**config.mk**
```make
export PLATFORM = sky130hd
export DESIGN_NAME = uart_rx_frontend_flat
export DESIGN_NICKNAME = d
export VERILOG_FILES = /design/src/rtl/uart_pkg.sv /design/src/rtl/uart_rx_frontend_if.sv /design/src/rtl/sync_2ff.sv /design/src/rtl/uart_rx_frontend.sv /design/src/flat_wrapper.sv
export SDC_FILE = /design/constraint.sdc
export NUM_CORES = 1
export LEC_CHECK = 0
export CAP_MARGIN = 20
export CORE_MARGIN = 10
export CORE_UTILIZATION = 33
export DETAILED_ROUTE_END_ITERATION = 8
export PLACE_DENSITY = 0.59
export SYNTH_ARGS = -nofsm -noshare
export SYNTH_HDL_FRONTEND = slang
export SYNTH_HIERARCHICAL = 1
export SYNTH_SLANG_ARGS = --single-unit
```
**constraint.sdc**
```tcl
create_clock -name clk -period 2.3 [get_ports clk]
set_clock_uncertainty 0.1 [all_clocks]
set_input_delay 0.46 -clock clk [delete_from_list [all_inputs] [get_ports clk]]
set_output_delay 0.46 -clock clk [all_outputs]
set_load 0.02 [all_outputs]
```
**src/rtl/uart_pkg.sv**
```systemverilog
// rtl/uart_pkg.sv - shared UART constants and receiver state encoding
// Contents: DEFAULT_CLKS_PER_BIT (50 MHz / 115200), DATA_W (byte width),
//           rx_state_t (receiver FSM states).
package uart_pkg;

    localparam int DEFAULT_CLKS_PER_BIT = 434;
    localparam int DATA_W               = 8;

    typedef enum logic [2:0] {
        ST_IDLE,
        ST_START,
        ST_DATA,
        ST_STOP,
        ST_DONE
    } rx_state_t;

endpackage

```
**src/rtl/uart_rx_frontend_if.sv**
```systemverilog
// rtl/uart_rx_frontend_if.sv - received-byte output bundle of the UART receiver
// Signals: Rx_DATA  last correctly received byte
//          Rx_VALID one-cycle strobe, Rx_DATA just updated
//          Rx_ERROR one-cycle strobe, framing error (stop bit low)
// Modports: master (receiver drives), slave (consumer reads).
interface uart_rx_frontend_if;
    import uart_pkg::*;

    logic [DATA_W-1:0] Rx_DATA;
    logic              Rx_VALID;
    logic              Rx_ERROR;

    modport master (output Rx_DATA, output Rx_VALID, output Rx_ERROR);
    modport slave  (input  Rx_DATA, input  Rx_VALID, input  Rx_ERROR);

endinterface

```
**src/rtl/sync_2ff.sv**
```systemverilog
// rtl/sync_2ff.sv - two-flop synchronizer for an asynchronous line input
// Ports: clk   system clock
//        reset asynchronous active-high reset, both flops reset to 1 (idle line)
//        d     asynchronous input
//        q     synchronized output
module sync_2ff (
    input  logic clk,
    input  logic reset,
    input  logic d,
    output logic q
);

    logic meta;

    always_ff @(posedge clk or posedge reset) begin
        if (reset) begin
            meta <= 1'b1;
            q    <= 1'b1;
        end else begin
            meta <= d;
            q    <= meta;
        end
    end

endmodule

```
**src/rtl/uart_rx_frontend.sv**
```systemverilog
// rtl/uart_rx_frontend.sv - 8N1 UART receiver with framing-error detection
// Parameter: CLKS_PER_BIT clk cycles per serial bit (4..65535)
// Ports: clk       system clock (rising edge)
//        reset     asynchronous active-high reset
//        Rx_Serial asynchronous UART line, idles high
//        rx        master side of uart_rx_frontend_if (Rx_DATA/Rx_VALID/Rx_ERROR)
module uart_rx_frontend
    import uart_pkg::*;
#(
    parameter int CLKS_PER_BIT = DEFAULT_CLKS_PER_BIT
) (
    input  logic                clk,
    input  logic                reset,
    input  logic                Rx_Serial,
    uart_rx_frontend_if.master  rx
);

    localparam int CW = $clog2(CLKS_PER_BIT);
    localparam logic [CW-1:0] HALF_LAST = CW'(CLKS_PER_BIT / 2 - 1);
    localparam logic [CW-1:0] BIT_LAST  = CW'(CLKS_PER_BIT - 1);

    logic              rx_s;
    rx_state_t         state_q, state_d;
    logic [CW-1:0]     cnt_q, cnt_d;
    logic [2:0]        idx_q, idx_d;
    logic [DATA_W-1:0] shreg_q, shreg_d;
    logic [DATA_W-1:0] data_q, data_d;
    logic              stop_ok_q, stop_ok_d;
    logic              armed_q, armed_d;
    logic              valid_q, valid_d;
    logic              error_q, error_d;

    sync_2ff u_sync (
        .clk   (clk),
        .reset (reset),
        .d     (Rx_Serial),
        .q     (rx_s)
    );

    always_ff @(posedge clk or posedge reset) begin
        if (reset) begin
            state_q   <= ST_IDLE;
            cnt_q     <= '0;
            idx_q     <= '0;
            shreg_q   <= '0;
            data_q    <= '0;
            stop_ok_q <= 1'b0;
            armed_q   <= 1'b1;
            valid_q   <= 1'b0;
            error_q   <= 1'b0;
        end else begin
            state_q   <= state_d;
            cnt_q     <= cnt_d;
            idx_q     <= idx_d;
            shreg_q   <= shreg_d;
            data_q    <= data_d;
            stop_ok_q <= stop_ok_d;
            armed_q   <= armed_d;
            valid_q   <= valid_d;
            error_q   <= error_d;
        end
    end

    always_comb begin
        state_d   = state_q;
        cnt_d     = cnt_q;
        idx_d     = idx_q;
        shreg_d   = shreg_q;
        data_d    = data_q;
        stop_ok_d = stop_ok_q;
        // After a framing error the line must be seen high again before a new
        // start bit is accepted, so a held-low break reports only once.
        armed_d   = armed_q | rx_s;
        valid_d   = 1'b0;
        error_d   = 1'b0;

        case (state_q)
            ST_IDLE: begin
                if (!rx_s && armed_q) begin
                    state_d = ST_START;
                    cnt_d   = '0;
                end
            end
            ST_START: begin
                if (cnt_q == HALF_LAST) begin
                    cnt_d   = '0;
                    idx_d   = '0;
                    state_d = rx_s ? ST_IDLE : ST_DATA;
                end else begin
                    cnt_d = cnt_q + CW'(1);
                end
            end
            ST_DATA: begin
                if (cnt_q == BIT_LAST) begin
                    cnt_d          = '0;
                    shreg_d[idx_q] = rx_s;
                    if (idx_q == 3'd7) begin
                        state_d = ST_STOP;
                    end else begin
                        idx_d = idx_q + 3'd1;
                    end
                end else begin
                    cnt_d = cnt_q + CW'(1);
                end
            end
            ST_STOP: begin
                if (cnt_q == BIT_LAST) begin
                    cnt_d     = '0;
                    stop_ok_d = rx_s;
                    if (rx_s) begin
                        data_d = shreg_q;
                    end
                    state_d = ST_DONE;
                end else begin
                    cnt_d = cnt_q + CW'(1);
                end
            end
            ST_DONE: begin
                // Strobes are registered here, so they appear the cycle after
                // DONE and are glitch-free at the output.
                valid_d = stop_ok_q;
                error_d = !stop_ok_q;
                if (!stop_ok_q) begin
                    armed_d = 1'b0;
                end
                state_d = ST_IDLE;
            end
            default: begin
                state_d = ST_IDLE;
            end
        endcase
    end

    assign rx.Rx_DATA  = data_q;
    assign rx.Rx_VALID = valid_q;
    assign rx.Rx_ERROR = error_q;

endmodule

```
**src/flat_wrapper.sv**
```systemverilog
// flat-port wrapper written by rule: the top's interface ports become plain ports
module uart_rx_frontend_flat import uart_pkg::*;
#(
    parameter int CLKS_PER_BIT = DEFAULT_CLKS_PER_BIT
)
  (clk, reset, Rx_Serial, rx_Rx_DATA, rx_Rx_VALID, rx_Rx_ERROR);
  uart_rx_frontend_if rx_i ();
  input  logic clk;
  input  logic reset;
  input  logic Rx_Serial;
  output wire logic [$bits(rx_i.Rx_DATA)-1:0] rx_Rx_DATA;
  output wire logic [$bits(rx_i.Rx_VALID)-1:0] rx_Rx_VALID;
  output wire logic [$bits(rx_i.Rx_ERROR)-1:0] rx_Rx_ERROR;
  assign rx_Rx_DATA = rx_i.Rx_DATA;
  assign rx_Rx_VALID = rx_i.Rx_VALID;
  assign rx_Rx_ERROR = rx_i.Rx_ERROR;
  uart_rx_frontend #(.CLKS_PER_BIT(CLKS_PER_BIT)) u_core (.clk(clk), .reset(reset), .Rx_Serial(Rx_Serial), .rx(rx_i));
endmodule
```
# Yosys cells after proc, flatten, opt, wreduce, memory -nomap -nowiden
# Cells that the tools add are included.
[op_classes]
addsub = 2
n_reduce_logical = 14
bitwise = 1
magnitude_cmp = 2
n_eq_ne = 13
mux = 22
[ops]
columns = ["operator", "count"]
rows = [
  ["two-way mux 9 bit", 3],
  ["case mux 9 bit (3 select lines)", 1],
  ["two-way mux 3 bit", 8],
  ["case mux 3 bit (4 select lines)", 1],
  ["!= test 2 x 1 -> 1 bit, second input constant", 5],
  ["adder 9 x 1 -> 9 bit, second input constant", 1],
  ["== test 9 x 8 -> 1 bit, second input constant", 1],
  ["== test 9 bit, second input constant", 1],
  ["bitwise mux 8 bit", 1],
  ["== test 3 x 2 -> 1 bit, second input constant", 2],
  ["== test 3 bit, second input constant", 2],
  ["case mux 3 bit (2 select lines)", 1],
  ["AND reduction 2 bit", 3],
  ["two-way mux 1 bit", 5],
  ["AND reduction 5 bit", 1],
  ["less-than comparator 3 x 4 -> 1 bit, second input constant", 1],
  ["AND reduction 4 bit", 1],
  ["adder 3 x 1 -> 3 bit, second input constant", 1],
  ["demux 1 bit (select 3 bit)", 1],
  ["== test 3 x 1 -> 1 bit, second input constant", 1],
  [">= comparator 3 x 1 -> 1 bit, second input constant", 1],
  ["zero test 3 bit", 1],
  ["AND reduction 3 bit", 1],
  ["nonzero test 3 bit", 1],
  ["7 further kinds", 9],
]
[word_totals]
in_bits = 3
regBits = 37
out_inout_bits = 10

# Depth between registers and ports, before layout
# Gate-level depths: netlist (run 1).
[logic_depth]
depth_word = 5
mapped_depth = 7

# Modules after synthesis
# Netlist (run 1), hierarchy kept.
[by_module_without_submodules]
columns = ["module", "cells_per_inst", "seq_area_each_um2", "instances", "area_each_um2"]
rows = [
  ["uart_rx_frontend", 169, 877.1, 1, 1811.7],
  ["sync_2ff", 3, 52.6, 1, 56.3],
]

# Worst setup path before layout (run 1)
# No wires, ideal clock.
[synth_timing]
path_type = "register to register"
startpoint = "register u_core.cnt_q[1]"
endpoint = "register u_core.shreg_q[6]"
arrival_ns = 2.218
t_required_ns = 2.073
path_stages_with_launch = 8
path_slack_ns = -0.145
cell_sequence = "dfrtp_1 > inv_1 > ha_1 > nand4b_4 > or4b_1 > clkbuf_2 > or4_1 > mux2_1"
[synth_between]
elab_chain_cells = 2
[synth_rtl]
columns = ["element", "line", "text"]
rows = [
  ["start, declared", "uart_rx_frontend.sv:24", "logic [CW-1:0] cnt_q, cnt_d;"],
  ["start signal, assigned", "uart_rx_frontend.sv:53", "cnt_q <= cnt_d;"],
  ["== test 9 bit", "uart_rx_frontend.sv:94", "if (cnt_q == BIT_LAST) begin"],
  ["AND reduction 2 bit (no line)", "-", ""],
  ["end signal, assigned", "uart_rx_frontend.sv:55", "shreg_q <= shreg_d;"],
  ["end, declared", "uart_rx_frontend.sv:26", "logic [DATA_W-1:0] shreg_q, shreg_d;"],
]
# No other way between the ends.
# A chain may end at the register's enable or synchronous reset.

# Worst setup path after layout (run 1)
# Same ends and word-level chain as after synthesis.

==> results of run 1 <==
==> state kept, by name (all words and copies together) (netlist names) <==
name                flops
u_core/u_sync/meta      1
u_core/armed_q          1
u_core/u_sync/q         1
u_core/state_q          3
u_core/cnt_q            9
u_core/stop_ok_q        1
u_core/shreg_q          8
u_core/rx.Rx_VALID      1
u_core/idx_q            3
u_core/rx.Rx_ERROR      1
u_core/rx.Rx_DATA       8
==> power by group through the flow <==
stage | Combinational [W] | Clock [W] | Sequential [W]
global route | 0.000386 | 0.000519 | 0.000754
floorplan | 0.000205 | 0 | 0.000765
CTS | 0.000330 | 0.000493 | 0.000745
detailed placement | 0.000330 | 0 | 0.000757
global placement | 0.000329 | 0 | 0.000756
finish | 0.000331 | 0.000467 | 0.000747
==> what timing repair did <==
| item | CTS | global route |
|---|---|---|
| setup endpoints to repair | 2 | 16 |
| hold buffers | 0 | 0 |
| gates resized for setup | 2 | 8 |
==> Yosys cell counts (all sizes together) <==
cell	number
o21ai	7
nor4b	2
and3b	1
and4b	1
a21oi	3
nor3	4
o311ai	2
a2111oi	2
buf	2
ha	5
nor2	10
nand2	12
o211ai	3
a211oi	1
or4	1
dfstp	3
nand2b	4
or4b	1
o221ai	1
clkbuf	9
and2	1
o41ai	1
nand4	4
a41oi	1
o31ai	1
nor4	3
a21o	1
mux2	18
nor2b	1
nand3	8
inv	9
a311oi	3
dfrtp	34
and4bb	1
nand3b	1
nand4b	2
and3	4
o41a	2
o31a	1
a22o	2
==> metrics by stage <==
step                TNS (ns)  setup slack (ns)  hold WS (ns)  std cells
detailed placement  -0.00115          -0.00115         0.247        264
floorplan            -0.0407           -0.0407         0.245        172
CTS                        0            0.0107         0.264        272
finish                     0            0.0900         0.262        272
global route        -0.00454          -0.00454         0.271        272
global placement     -0.0144           -0.0144         0.249        264
==> placed cells by master (no fill, tap or decap), types with 3 or more instances in the layout <==
master           count
nand2b_1             4
o211ai_1             3
nor2_1              10
nor4_1               3
ha_1                 4
inv_1                8
clkdlybuf4s50_1     12
dfrtp_1             34
mux2_2              17
clkbuf_8             6
nand3_1              8
a21oi_1              3
buf_4               18
a311oi_1             3
o21ai_0              7
nand4_1              4
dfstp_2              3
and3_1               4
nand2_1             12
==> cell type report <==
cell class / count / area (um2)
multi-input cells: 115 / 891
clock inverters: 2 / 13.8
well taps: 72 / 90.1
repair buffers: 31 / 275
clock buffers: 6 / 82.6
flip-flops and latches: 37 / 930
inverters: 9 / 33.8
fillers: 523 / 3190
==> cell families after synthesis <==
group	share of synthesized area
AO/OA/AOI/OAI	0.125
adder cells (fa/ha/maj)	0.0335
buffers and inverters	0.0455
flip-flops	0.498
multiplexers	0.109
AND/OR/NAND/NOR	0.190
==> how the worst min path moves through the flow <==
stage / start / to / slack, ns
2_1_floorplan: u_core/u_sync/meta / u_core/u_sync/q / 0.25
6_report: u_core/u_sync/meta / u_core/u_sync/q / 0.26
3_5_place_dp: u_core/u_sync/meta / u_core/u_sync/q / 0.25
3_3_place_gp: u_core/u_sync/meta / u_core/u_sync/q / 0.25
4_1_cts: u_core/u_sync/meta / u_core/u_sync/q / 0.26
5_1_grt: u_core/u_sync/meta / u_core/u_sync/q / 0.27
==> worst max-delay path, stage by stage (launching register included) <==
cell,delay (ns)
dfrtp_1,0.39
inv_2,0.06
ha_2,0.18
nand4b_4,0.10
or4b_4,0.53
or4_4,0.43
mux2_1,0.31
==> per-layer routing <==
metal  up-vias  global-route usage  routed length (um)
met5         -                   0                   0
met1       673               0.125                1850
li1        690                   -                   -
met4         0              0.0424                  85
met3         6              0.0189                 127
met2        24               0.138                1750
==> results by group, run 1 <==
Power and ir drop
  • Gate power share: 0.214
  • Net Switching: 0.000452 W
  • Leakage: 1.05 nW
  • Switch share: 0.292
  • Total power: 0.00155 W
  • Total power divided by cell area: 667 mW/mm2
  • Part of the power in registers: 0.483
  • Clock share of power: 0.302
  • VDD IR-drop max: 0.540 mV
  • P_int: 0.00109 W

Worst setup path
  • Worst setup path end: u_core/shreg_q[6]
  • CP max FO: 4
  • Setup crit start kind: flop
  • Worst R2R Start: u_core/cnt_q[1]
  • Worst setup path start: u_core/cnt_q[1]
  • R2r worst-path depth: 6
  • R2R setup slack: 0.09 ns
  • Endpoint class of the critical path: flop
  • WP data required: 2.37 ns
  • CP Class: reg2reg
  • WP data arrival: 2.28 ns
  • Worst R2R End: u_core/shreg_q[6]

Clock tree
  • CTS tree: done
  • Clock tree buffer depth: 2
  • Skew-Pair Late Insertion Delay: 0.28 ns
  • Post-CTS setup buffer count: 0
  • Root Driver: clkbuf_8
  • Clk slew on worst S/H paths: 0.07 ns
  • H-Tree Depth: 2
  • Clock buffer count from CTS: 5
  • Clock sinks: 37

Yosys
  • Synthesized area: 0.00187 mm2
  • Syn nets: 180
  • Seq/Total Area, Yosys: 0.498
  • Cells after synthesis: 172
  • Post-synth top area cell: dfrtp_1
  • Yosys top cell area share: 0.455
  • Largest cells by area after synthesis: dfrtp_1 (46%), mux2_2 (10%), dfstp_2 (4.2%)
  • Synthesis Warnings: 6
  • Post-Syn Area per Cell: 10.9 um2
  • Cell variety after synth: 44
  • Yosys reg bits: 37

Placement
  • DP HPWL: 2760 um
  • Final Wtd Congestion: 0.829
  • DP Area: 0.00218 mm2
  • IO Port Bufs: 12

Detailed routing
  • Initial DRC Count: 95
  • Antenna-violating nets left: 0
  • Initial DRT Pass Iterations: 4
  • Final WL: 3810 um
  • Vias: 1,393
  • Wire per inst: 14.0 um
  • Remaining DRCs: 0
  • Vias per inst: 5.12

Global routing
  • Largest net degree at the start of global routing: 36
  • Total GRT Usage: 0.0923
  • Grt ovf: 0
  • Vias in the first global route: 1,427
  • Global-route wire length before repair: 6840 um
  • Initial antenna violation count: 0

Run status
  • Status: complete, no violations

STA
  • Least-Margin Pin Slew: 0.446 ns
  • Slew HR: 0.702
  • Max-slew violations: 0
  • Final setup viols: 0
  • F_max: 452 MHz
  • Final Hold Vio Count: 0
  • Tmin final: 2.21 ns
  • Final period util: 0.961

Final layout
  • Fin area: 0.00232 mm2
  • Final core occ: 0.421
  • Share of post-route cells with drive strength above 1: 0.295
  • Ant. Diodes: 0
  • Area Overhead vs Synth: 24.0%
  • Fin nets: 207

Floorplanning
  • Die height: 95.2 um
  • Core Box Area: 0.00551 mm2
  • Die Wd: 95.2 um
  • Core Rows: 27
  • Die area: 0.00907 mm2
  • IO Count: 13
  • Initial core utilization: 0.339

Run
  • Max Cap Violations: 0

Min path
  • Hold crit path type: reg2reg
  • Worst Hold Depth: 0
Note: power is estimated with default switching activity, not from simulation.
==> run 2: changes to the inputs <==
HOLD_SLACK_MARGIN = 0.05   (was unset)
==> results of run 2 <==
No change in the layout: final DEF, timing and power equal those of run 1.
